--- src/rtl/flash_boot_loader.sv ---
// Power-up loader: reads an image from SPI flash (READ 0x03) into SRAM while holding the CPU,
// then hands the flash pins to the CPU-side SPI block.
module flash_boot_loader #(
    parameter logic [23:0] FLASH_BASE = 24'h010000,
    parameter logic [18:0] SRAM_BASE  = 19'h00000,
    parameter int          LENGTH     = 16384
) (
    input  logic        clk,
    input  logic        rst_n,
    input  logic        reload,
    input  logic        cpu_flash_cs_n,
    input  logic        cpu_flash_clk,
    input  logic        cpu_flash_di,
    output logic        flash_cs_n,
    output logic        flash_clk,
    output logic        flash_di,
    input  logic        flash_do,
    output logic        mem_wr_req,
    output logic [18:0] mem_addr,
    output logic [7:0]  mem_data,
    input  logic        mem_wr_ack,
    output logic        boot_done,
    output logic        cpu_hold
);

    // state  | meaning
    // IDLE   | one cycle, CS high, load counters and command word
    // CMD    | shift out {8'h03, FLASH_BASE}, 32 bits
    // RX     | shift in one byte, DI low
    // WR     | SRAM write pending, SCLK held low (flash clock stretched)
    // DONE   | copy finished, pins belong to the CPU
    typedef enum logic [2:0] {
        S_IDLE,
        S_CMD,
        S_RX,
        S_WR,
        S_DONE
    } state_t;

    localparam logic [18:0] LAST_BYTE = 19'(LENGTH - 1);

    state_t      state_q, state_d;
    logic        phase_q, phase_d;
    logic [4:0]  bit_cnt_q, bit_cnt_d;
    logic [31:0] shift_q, shift_d;
    logic [6:0]  rx_q, rx_d;
    logic [18:0] byte_cnt_q, byte_cnt_d;
    logic [18:0] addr_q, addr_d;
    logic [7:0]  data_q, data_d;
    logic        ld_cs_n, ld_clk, ld_di, wr_req;

    always_ff @(posedge clk or negedge rst_n) begin
        if (!rst_n) begin
            state_q    <= S_IDLE;
            phase_q    <= 1'b0;
            bit_cnt_q  <= '0;
            shift_q    <= '0;
            rx_q       <= '0;
            byte_cnt_q <= '0;
            addr_q     <= SRAM_BASE;
            data_q     <= '0;
        end else begin
            state_q    <= state_d;
            phase_q    <= phase_d;
            bit_cnt_q  <= bit_cnt_d;
            shift_q    <= shift_d;
            rx_q       <= rx_d;
            byte_cnt_q <= byte_cnt_d;
            addr_q     <= addr_d;
            data_q     <= data_d;
        end
    end

    always_comb begin
        state_d    = state_q;
        phase_d    = phase_q;
        bit_cnt_d  = bit_cnt_q;
        shift_d    = shift_q;
        rx_d       = rx_q;
        byte_cnt_d = byte_cnt_q;
        addr_d     = addr_q;
        data_d     = data_q;
        ld_cs_n    = 1'b1;
        ld_clk     = 1'b0;
        ld_di      = 1'b0;
        wr_req     = 1'b0;
        case (state_q)
            S_IDLE: begin
                byte_cnt_d = '0;
                addr_d     = SRAM_BASE;
                shift_d    = {8'h03, FLASH_BASE};
                bit_cnt_d  = 5'd31;
                phase_d    = 1'b0;
                state_d    = S_CMD;
            end
            S_CMD: begin
                ld_cs_n = 1'b0;
                ld_clk  = phase_q;
                ld_di   = shift_q[31];
                phase_d = ~phase_q;
                if (phase_q) begin
                    if (bit_cnt_q == 5'd0) begin
                        bit_cnt_d = 5'd7;
                        state_d   = S_RX;
                    end else begin
                        bit_cnt_d = bit_cnt_q - 5'd1;
                        shift_d   = {shift_q[30:0], 1'b0};
                    end
                end
            end
            S_RX: begin
                ld_cs_n = 1'b0;
                ld_clk  = phase_q;
                phase_d = ~phase_q;
                // Sample on the edge that ends the SCLK-high phase.
                if (phase_q) begin
                    rx_d = {rx_q[5:0], flash_do};
                    if (bit_cnt_q == 5'd0) begin
                        data_d  = {rx_q, flash_do};
                        state_d = S_WR;
                    end else begin
                        bit_cnt_d = bit_cnt_q - 5'd1;
                    end
                end
            end
            S_WR: begin
                ld_cs_n = 1'b0;
                wr_req  = 1'b1;
                if (mem_wr_ack) begin
                    addr_d     = addr_q + 19'd1;
                    byte_cnt_d = byte_cnt_q + 19'd1;
                    bit_cnt_d  = 5'd7;
                    phase_d    = 1'b0;
                    state_d    = (byte_cnt_q == LAST_BYTE) ? S_DONE : S_RX;
                end
            end
            S_DONE: begin
                if (reload) state_d = S_IDLE;
            end
            default: state_d = S_IDLE;
        endcase
    end

    // Loader CS is already high in DONE, so the handover cannot glitch CS low.
    assign boot_done  = (state_q == S_DONE);
    assign cpu_hold   = ~boot_done;
    assign flash_cs_n = boot_done ? cpu_flash_cs_n : ld_cs_n;
    assign flash_clk  = boot_done ? cpu_flash_clk  : ld_clk;
    assign flash_di   = boot_done ? cpu_flash_di   : ld_di;
    assign mem_wr_req = wr_req;
    assign mem_addr   = addr_q;
    assign mem_data   = data_q;

endmodule

--- config.mk ---
export PLATFORM = sky130hd
export DESIGN_NAME = flash_boot_loader
export DESIGN_NICKNAME = d
export VERILOG_FILES = /design/src/rtl/flash_boot_loader.sv
export SDC_FILE = /design/constraint.sdc
export NUM_CORES = 1
export LEC_CHECK = 0
export ABC_AREA = 1
export ABC_CLOCK_PERIOD_IN_PS = 4340
export CAP_MARGIN = 20
export CORE_MARGIN = 2
export CORE_UTILIZATION = 50
export CTS_BUF_LIST = sky130_fd_sc_hd__clkbuf_4
export DETAILED_ROUTE_END_ITERATION = 8
export MAX_ROUTING_LAYER = met4
export PLACE_DENSITY = 0.78
export SETUP_SLACK_MARGIN = 0.1
export SYNTH_ARGS = -nofsm -noshare
export SYNTH_HDL_FRONTEND = slang
export SYNTH_SLANG_ARGS = --single-unit
--- constraint.sdc ---
create_clock -name clk -period 4.34 [get_ports clk]
set_clock_uncertainty 0.1 [all_clocks]
set_input_delay 0.651 -clock clk [delete_from_list [all_inputs] [get_ports clk]]
set_output_delay 0.651 -clock clk [all_outputs]
set_load 0.01 [all_outputs]
* Word level (Yosys, flattened, before mapping)
Cells that the tools add are included.
Word-level totals: output and inout bits 33, flip-flop bits (word level) 94, word-level logic and storage cells 71, input bits 8
Cells by class: add/sub/neg operators 3, reduce and logical (&&, ||, !) cells 15, multiplexer cells 30, equality and inequality tests 13, bitwise gates (word level) 2
Operator list (count):
- one-hot mux 19 bit (2 select lines) | 2
- two-way mux 32 bit | 2
- one-hot mux 32 bit (2 select lines) | 1
- adder 19 x 1 -> 19 bit (second input constant) | 2
- two-way mux 19 bit | 2
- two-way mux 5 bit | 5
- two-way mux 3 bit | 7
- one-hot mux 5 bit (4 select lines) | 1
- equality test 19 x 14 -> 1 bit (second input constant) | 1
- != test 2 bit (second input constant) | 8
- one-hot mux 3 bit (5 select lines) | 1
- two-way mux 1 bit | 8
- equality test 3 x 2 -> 1 bit (second input constant) | 2
- AND reduction 2 bit | 3
- AND reduction 3 bit | 2
- AND reduction 6 bit | 1
- logical NOT 5 bit | 1
- AND reduction 5 bit | 1
- subtractor 5 x 1 -> 5 bit (second input constant) | 1
- nonzero test 2 bit | 2
- nonzero test 4 bit | 1
- equality test 3 x 1 -> 1 bit (second input constant) | 1
- equality test 3 bit (second input constant) | 1
- logical NOT 3 bit | 1
- other kinds (5) | 6

* Longest topological paths before layout
Gate-level depths: netlist (run 1).
depth after elaboration 4, mapped depth 10, depth with buffers taken out 10

* Worst setup path before layout (run 1)
Ideal clock, no wire load.
path type register -> output, start register state_q[2], end output port flash_clk, stages on the path, launching flop included 6, path buffers 0, slack 2.443 ns, arrival time 1.146 ns, cell sequence dfrtp_1 -> nor2_1 -> nand2_1 -> nand2_1 -> inv_1 -> o21ai_0
Between the ends: cells in the longest elaborated chain, start to end 4, elaborated cells between the ends (all ways) 6, those cells by class eq/ne (3); mux (2); reduce/logical (1)
RTL lines:
- from (decl) | line 42 | state_t state_q, state_d;
- from (signal assigned) | line 63 | state_q <= state_d;
- equality test 3 x 2 -> 1 bit / equality test 3 x 1 -> 1 bit (equally long branches) | line 87 | case (state_q)
- OR reduction 2 bit (no source line)
- two-way mux 1 bit | line 87
- two-way mux 1 bit (*) | line 148 | assign flash_clk = boot_done ? cpu_flash_clk : ld_clk;
- to (decl) | line 15 | output logic flash_clk,
Every way passes the cells marked *; elsewhere a longest branch is shown, timed or not.

* Worst setup path after layout (run 1)
Same ends and word-level chain as after synthesis.

==> flow_metrics.tcl, run 1 <==
set metrics [dict create \
    root_buffer "clkbuf_4" \
    vias 3443 \
    end_kind "primary output" \
    cts_hold_buf 0 \
    place_congestion 0.8458 \
    grt_usage_pct 20.93 \
    tightest_slew_ns 0.9672 \
    grt_pass1_wl_um 14120 \
    synthXorXnorAreaFrac_pct 0.2222 \
    coreArea_um2 7687 \
    p_per_area_nw_per_um2 263.9 \
    insertion_delay_ns 0.44 \
    io_pins 41 \
    final_cell_mix "155 x nand2_1, 78 x dfrtp_1, 68 x nor2_1" \
    setup_viol_count_final 0 \
    die_x_um 92.79 \
    crit_type "register to primary output" \
    area_growth_pct 14.86 \
    antenna_cells 0 \
    grt_start_max_net_pins 79 \
    synth_simple_gate_area_share_pct 30.38 \
    syn_nets 530 \
    synth_area_um2 3941 \
    cp_slowest_cell "clkdlybuf4s50_1" \
    avgViaCountPerCell 5.185 \
    critical_path.cell_chain "nor2_1, nand2_1, nand2_1, inv_1, o21ai_0, clkdlybuf4s50_1" \
    synth_top_cell_by_area "dfrtp_1" \
    grt_pass1_vias 3243 \
    std_cell_rows 32 \
    ant_nets 0 \
    drcViolationCount 0 \
    netlist_instances 519 \
    p_leak_nw 2.034 \
    clkSinkCount 78 \
    min_path_type "primary input to asynchronous set/reset pin" \
    drive_above_1_share_pct 5.694 \
    layout_commonest_cell "nand2_1" \
    io_buffers 40 \
    dp.cells 648 \
    finalNonFillerCells 664 \
    initial_core_util_pct 51.27 \
    synth.distinct_cells 32 \
    worst_ep_arrival_time_ns 2.17 \
    drt-initial-drc-count 174 \
    yosysWarnings 0 \
    synth_top_family_by_area "simple AND/OR/NAND/NOR gates" \
    max_freq_mhz 342.5 \
    synthAdderAreaFrac_pct 0.9524 \
    fin_crit_sh_pct 67.28 \
    muxShareOfSynthArea_pct 0 \
    cts_setup_buffers 0 \
    ys_top_cells_by_area "dfrtp_1 50%, nand2_1 15%, nor2_1 6.5%" \
    cts_buffers 9 \
    postLayoutCellArea_um2 4527 \
    post_dp_cell_area_um2 4384 \
    crit_path_max_fanout 5 \
    wl_per_cell_um 12.05 \
    finalSetupTns_ns 0 \
    crit_top_cell "nand2_1" \
    hold_viol 0 \
    cp-start-kind "register" \
    cp_top_family "buffers and inverters" \
    synth_seq_cells 78 \
    peakVddDrop_mv 0.2039 \
    clk_pin_slew_ns 0.13 \
    max_stage_delay_ns 0.56 \
    hpwl_um 5615 \
    drt-pass1-iter-count 4 \
    layout_min_cycle_time_ns 2.920 \
    overflow 0 \
    synth_top_cell_area_share_pct 49.52 \
    routed_wl_um 7998 \
    status "finished, final reports clean" \
    ys_seq_area_share_pct 49.52 \
    cts_buffer_depth 2 \
    cp_data_required_time_ns 3.59 \
    cts_tree "yes" \
    synth-compound-area-share_pct 11.30 \
    die_area_um2 8609 \
    crit_buf_inv 2 \
    h-tree-depth 3 \
    rsz0062_at_grt "false" \
    antenna_found_initial 0 \
    relSlewSlack_pct 35.52 \
    post_cts_resize_count 0 \
    die_y_um 92.79 \
    syn_area_per_cell_um2 7.594 \
    slew_viol_final 0 \
    cap_violations 0 \
    fin_nets 568 \
]
[registers in the layout, summed over array words and instances, names as in the netlist]
signal,cells
state_q,3
shift_q,16
rx_q,7
phase_q,1
byte_cnt_q,19
bit_cnt_q,5
mem_data,8
mem_addr,19
[metrics by stage]
stage          total power, mW  worst slack [ns]  utilization (%)  hold slack [ns]
6_report                 1.195             1.420            58.89           0.2408
3_3_place_gp            0.7623             1.805            57.03           0.3565
4_1_cts                  1.211             1.372            58.89           0.2754
5_1_grt                  1.238             1.273            58.89           0.3261
3_5_place_dp            0.7626             1.790            57.03           0.3695
2_1_floorplan           0.7411             2.443                -           0.2554
[routing by layer]
| metal | track usage, % | up-vias | wire length [um] |
|---|---|---|---|
| li1 | - | 1740 | - |
| met1 | 26.89 | 1629 | 3744 |
| met2 | 32.25 | 64 | 3857 |
| met3 | 3.987 | 10 | 278 |
| met4 | 9.804 | 0 | 118 |
| met5 | - | - | 0 |
[power by group]
part | total [mW] | internal [mW] | switching, mW
Clock | 0.447 | 0.176 | 0.271
Combinational | 0.0205 | 0.00535 | 0.0151
Sequential | 0.727 | 0.727 | 0
Total | 1.19 | 0.908 | 0.286
[path summary, 6_finish.rpt]
path,from,endpoint,slack (ns),cells past startpoint
worst max-delay path,state_q[2],flash_clk,1.42,6
worst min-delay path,rst_n,bit_cnt_q[0],0.24,1
max in group asynchronous,rst_n,mem_addr[0],3.25,1
worst min register to register,rx_q[5],rx_q[6],0.40,2
min in group clk,rx_q[5],rx_q[6],0.40,2
worst max register to register,state_q[1],mem_addr[9],2.07,9
[layout make-up]
class                      instances  area, um^2
clock buffer                       9       67.56
clock inverter                     7       75.07
fill                             720        3161
inverter                          58       217.7
multi-input combinational        370        1689
sequential                        78        1952
tap                              102       127.6
timing repair buffer              40       397.9
[synthesized netlist by cell type]
library cell	instances
inv_1	55
nor3_1	12
nor2_2	3
a21oi_1	15
buf_6	2
o21ai_2	1
dfrtp_1	78
o31ai_1	1
o21bai_1	1
ha_1	3
and2_1	1
a21boi_1	1
nor2_1	68
o21ai_0	49
nand3b_1	1
nand4_1	15
a22o_1	1
clkbuf_1	2
inv_2	3
nand2_4	1
a21boi_0	2
xor2_1	1
nand3_2	2
o21ai_1	7
nand2_1	155
nand2_2	4
buf_2	6
a31oi_1	2
o21a_1	3
buf_4	3
nand3_1	19
nor2_4	2
[logic make-up after synthesis]
family | after synthesis
DFF | 78
and+or+nand+nor | 283
xor gates and xnor gates | 1
AOI/OAI and AO/OA | 83
adders and majority gates | 3
buffers and inverters | 71
Power figures use the tool's default switching activity.
==> run 2, diff against run 1 <==
--- a/config.mk
+++ b/config.mk
@@ -6,7 +6,7 @@
 export NUM_CORES = 1
 export LEC_CHECK = 0
 export ABC_AREA = 1
-export ABC_CLOCK_PERIOD_IN_PS = 4340
+export ABC_CLOCK_PERIOD_IN_PS = 3000
 export CAP_MARGIN = 20
 export CORE_MARGIN = 2
 export CORE_UTILIZATION = 50
==> constraint.sdc (replaced) <==
create_clock -name clk -period 3 [get_ports clk]
set_clock_uncertainty 0.1 [all_clocks]
set_input_delay 0.45 -clock clk [delete_from_list [all_inputs] [get_ports clk]]
set_output_delay 0.45 -clock clk [all_outputs]
set_load 0.01 [all_outputs]
==> run 2 against run 1 <==
Compared with the run above: sequential power up 44%; utilization rose by 0.18 points; worst setup slack got worse by 1.2 ns; largest power group unchanged.
==> flow_metrics.tcl, run 2 (synthesized netlist as in run 1, its figures left out) <==
set metrics [dict create \
    overflow 0 \
    clkSinkCount 78 \
    avgViaCountPerCell 5.225 \
    max_freq_mhz 364.4 \
    relSlewSlack_pct 35.09 \
    postLayoutCellArea_um2 4541 \
    min_path_type "primary input to asynchronous set/reset pin" \
    setup_viol_count_final 0 \
    grt_pass1_wl_um 14590 \
    die_area_um2 8609 \
    max_stage_delay_ns 0.56 \
    drt-initial-drc-count 238 \
    place_congestion 0.8730 \
    p_per_area_nw_per_um2 374.8 \
    grt_start_max_net_pins 79 \
    antenna_found_initial 0 \
    ant_nets 0 \
    cap_violations 0 \
    layout_commonest_cell "nand2_1" \
    layout_min_cycle_time_ns 2.744 \
    fin_nets 571 \
    routed_wl_um 8302 \
    slew_viol_final 0 \
    die_x_um 92.79 \
    final_cell_mix "155 x nand2_1, 78 x dfrtp_1, 67 x nor2_1" \
    post_dp_cell_area_um2 4407 \
    root_buffer "clkbuf_4" \
    cp_slowest_cell "clkdlybuf4s50_1" \
    initial_core_util_pct 51.27 \
    crit_top_cell "nand2_1" \
    status "finished, final reports clean" \
    finalSetupTns_ns 0 \
    clk_pin_slew_ns 0.15 \
    grt_pass1_vias 3381 \
    cts_buffers 9 \
    rsz0062_at_grt "false" \
    cts_buffer_depth 2 \
    vias 3485 \
    p_leak_nw 2.052 \
    cts_setup_buffers 0 \
    std_cell_rows 32 \
    antenna_cells 0 \
    area_growth_pct 15.21 \
    insertion_delay_ns 0.44 \
    finalPower_mw 1.702 \
    worst_ep_arrival_time_ns 2.19 \
    cp-start-kind "register" \
    io_buffers 40 \
    drt-pass1-iter-count 6 \
    crit_path_max_fanout 5 \
    peakVddDrop_mv 0.2682 \
    grt_usage_pct 21.52 \
    cts_tree "yes" \
    hpwl_um 5686 \
    coreArea_um2 7687 \
    wl_per_cell_um 12.45 \
    drive_above_1_share_pct 6.549 \
    drcViolationCount 0 \
    die_y_um 92.79 \
    hold_viol 0 \
    tightest_slew_ns 0.9737 \
    io_pins 41 \
    post_cts_resize_count 0 \
    h-tree-depth 3 \
    cp_data_required_time_ns 2.45 \
    crit_type "register to primary output" \
    fin_crit_sh_pct 91.47 \
    cts_hold_buf 0 \
    end_kind "primary output" \
    critical_path.cell_chain "nor2_2, nand2_1, nand2_1, inv_1, o21ai_0, clkdlybuf4s50_1" \
]
[run 2: cell count changes in the layout (fill, tap and decap cells not counted), sizes merged]
cell,before,now
inv,58,63
clkinv,4,2
buf,1,4
clkinvlp,2,0
bufinv,1,0
[run 2: per-stage QoR]
step / worst slack (ns) / hold slack, ns / utilization [%] / instances
CTS: 0.2398 / 0.07696 / 59.03 / 667
floorplan: 1.304 / 0.05441 / - / 519
detailed placement: 0.7558 / 0.3741 / 57.32 / 651
global placement: 0.8278 / 0.3607 / 57.32 / 651
finish: 0.2558 / 0.04241 / 59.07 / 667
global route: 0.1146 / 0.1148 / 59.07 / 667
[run 2: final timing paths]
check / end / start / slack, ns / cells past startpoint
max in group asynchronous: mem_addr[9] / rst_n / 2.12 / 1
min in group clk: shift_q[19] / shift_q[19] / 0.41 / 2
min reg2reg: shift_q[19] / shift_q[19] / 0.41 / 2
min: bit_cnt_q[2] / rst_n / 0.04 / 1
max: flash_clk / state_q[0] / 0.26 / 6
max reg2reg: mem_addr[9] / state_q[0] / 0.96 / 9
[run 2: worst max-delay path, delay by kind of cell (launching register included)]
kind,cells,cell delay (ns)
flops,1,0.47
buf+inv,2,0.67
compound gates,1,0.16
simple gates,3,0.46
[run 2: per-layer routing]
layer  GRT usage [%]  vias to the layer above  routed length, um
met5               -                        -                  0
met4           8.824                        0                168
met3           3.987                       21                289
met2           33.27                       68               3948
met1           28.17                     1651               3896
li1                -                     1745                  -
[run 2: area by class of cell]
class                      count  area [um^2]
sequential                    78         1952
inverter                      58        217.7
clock buffer                   9        67.56
multi-input combinational    370         1692
clock inverter                 7        63.81
fill                         712         3147
tap                          102        127.6
timing repair buffer          43        420.4
[run 2: power by group]
part	switching, mW	internal, mW	leakage (nW)
Sequential	0	1.05	1.06
Clock	0.429	0.191	0.0738
Combinational	0.0223	0.00855	0.919
Total	0.451	1.25	2.05
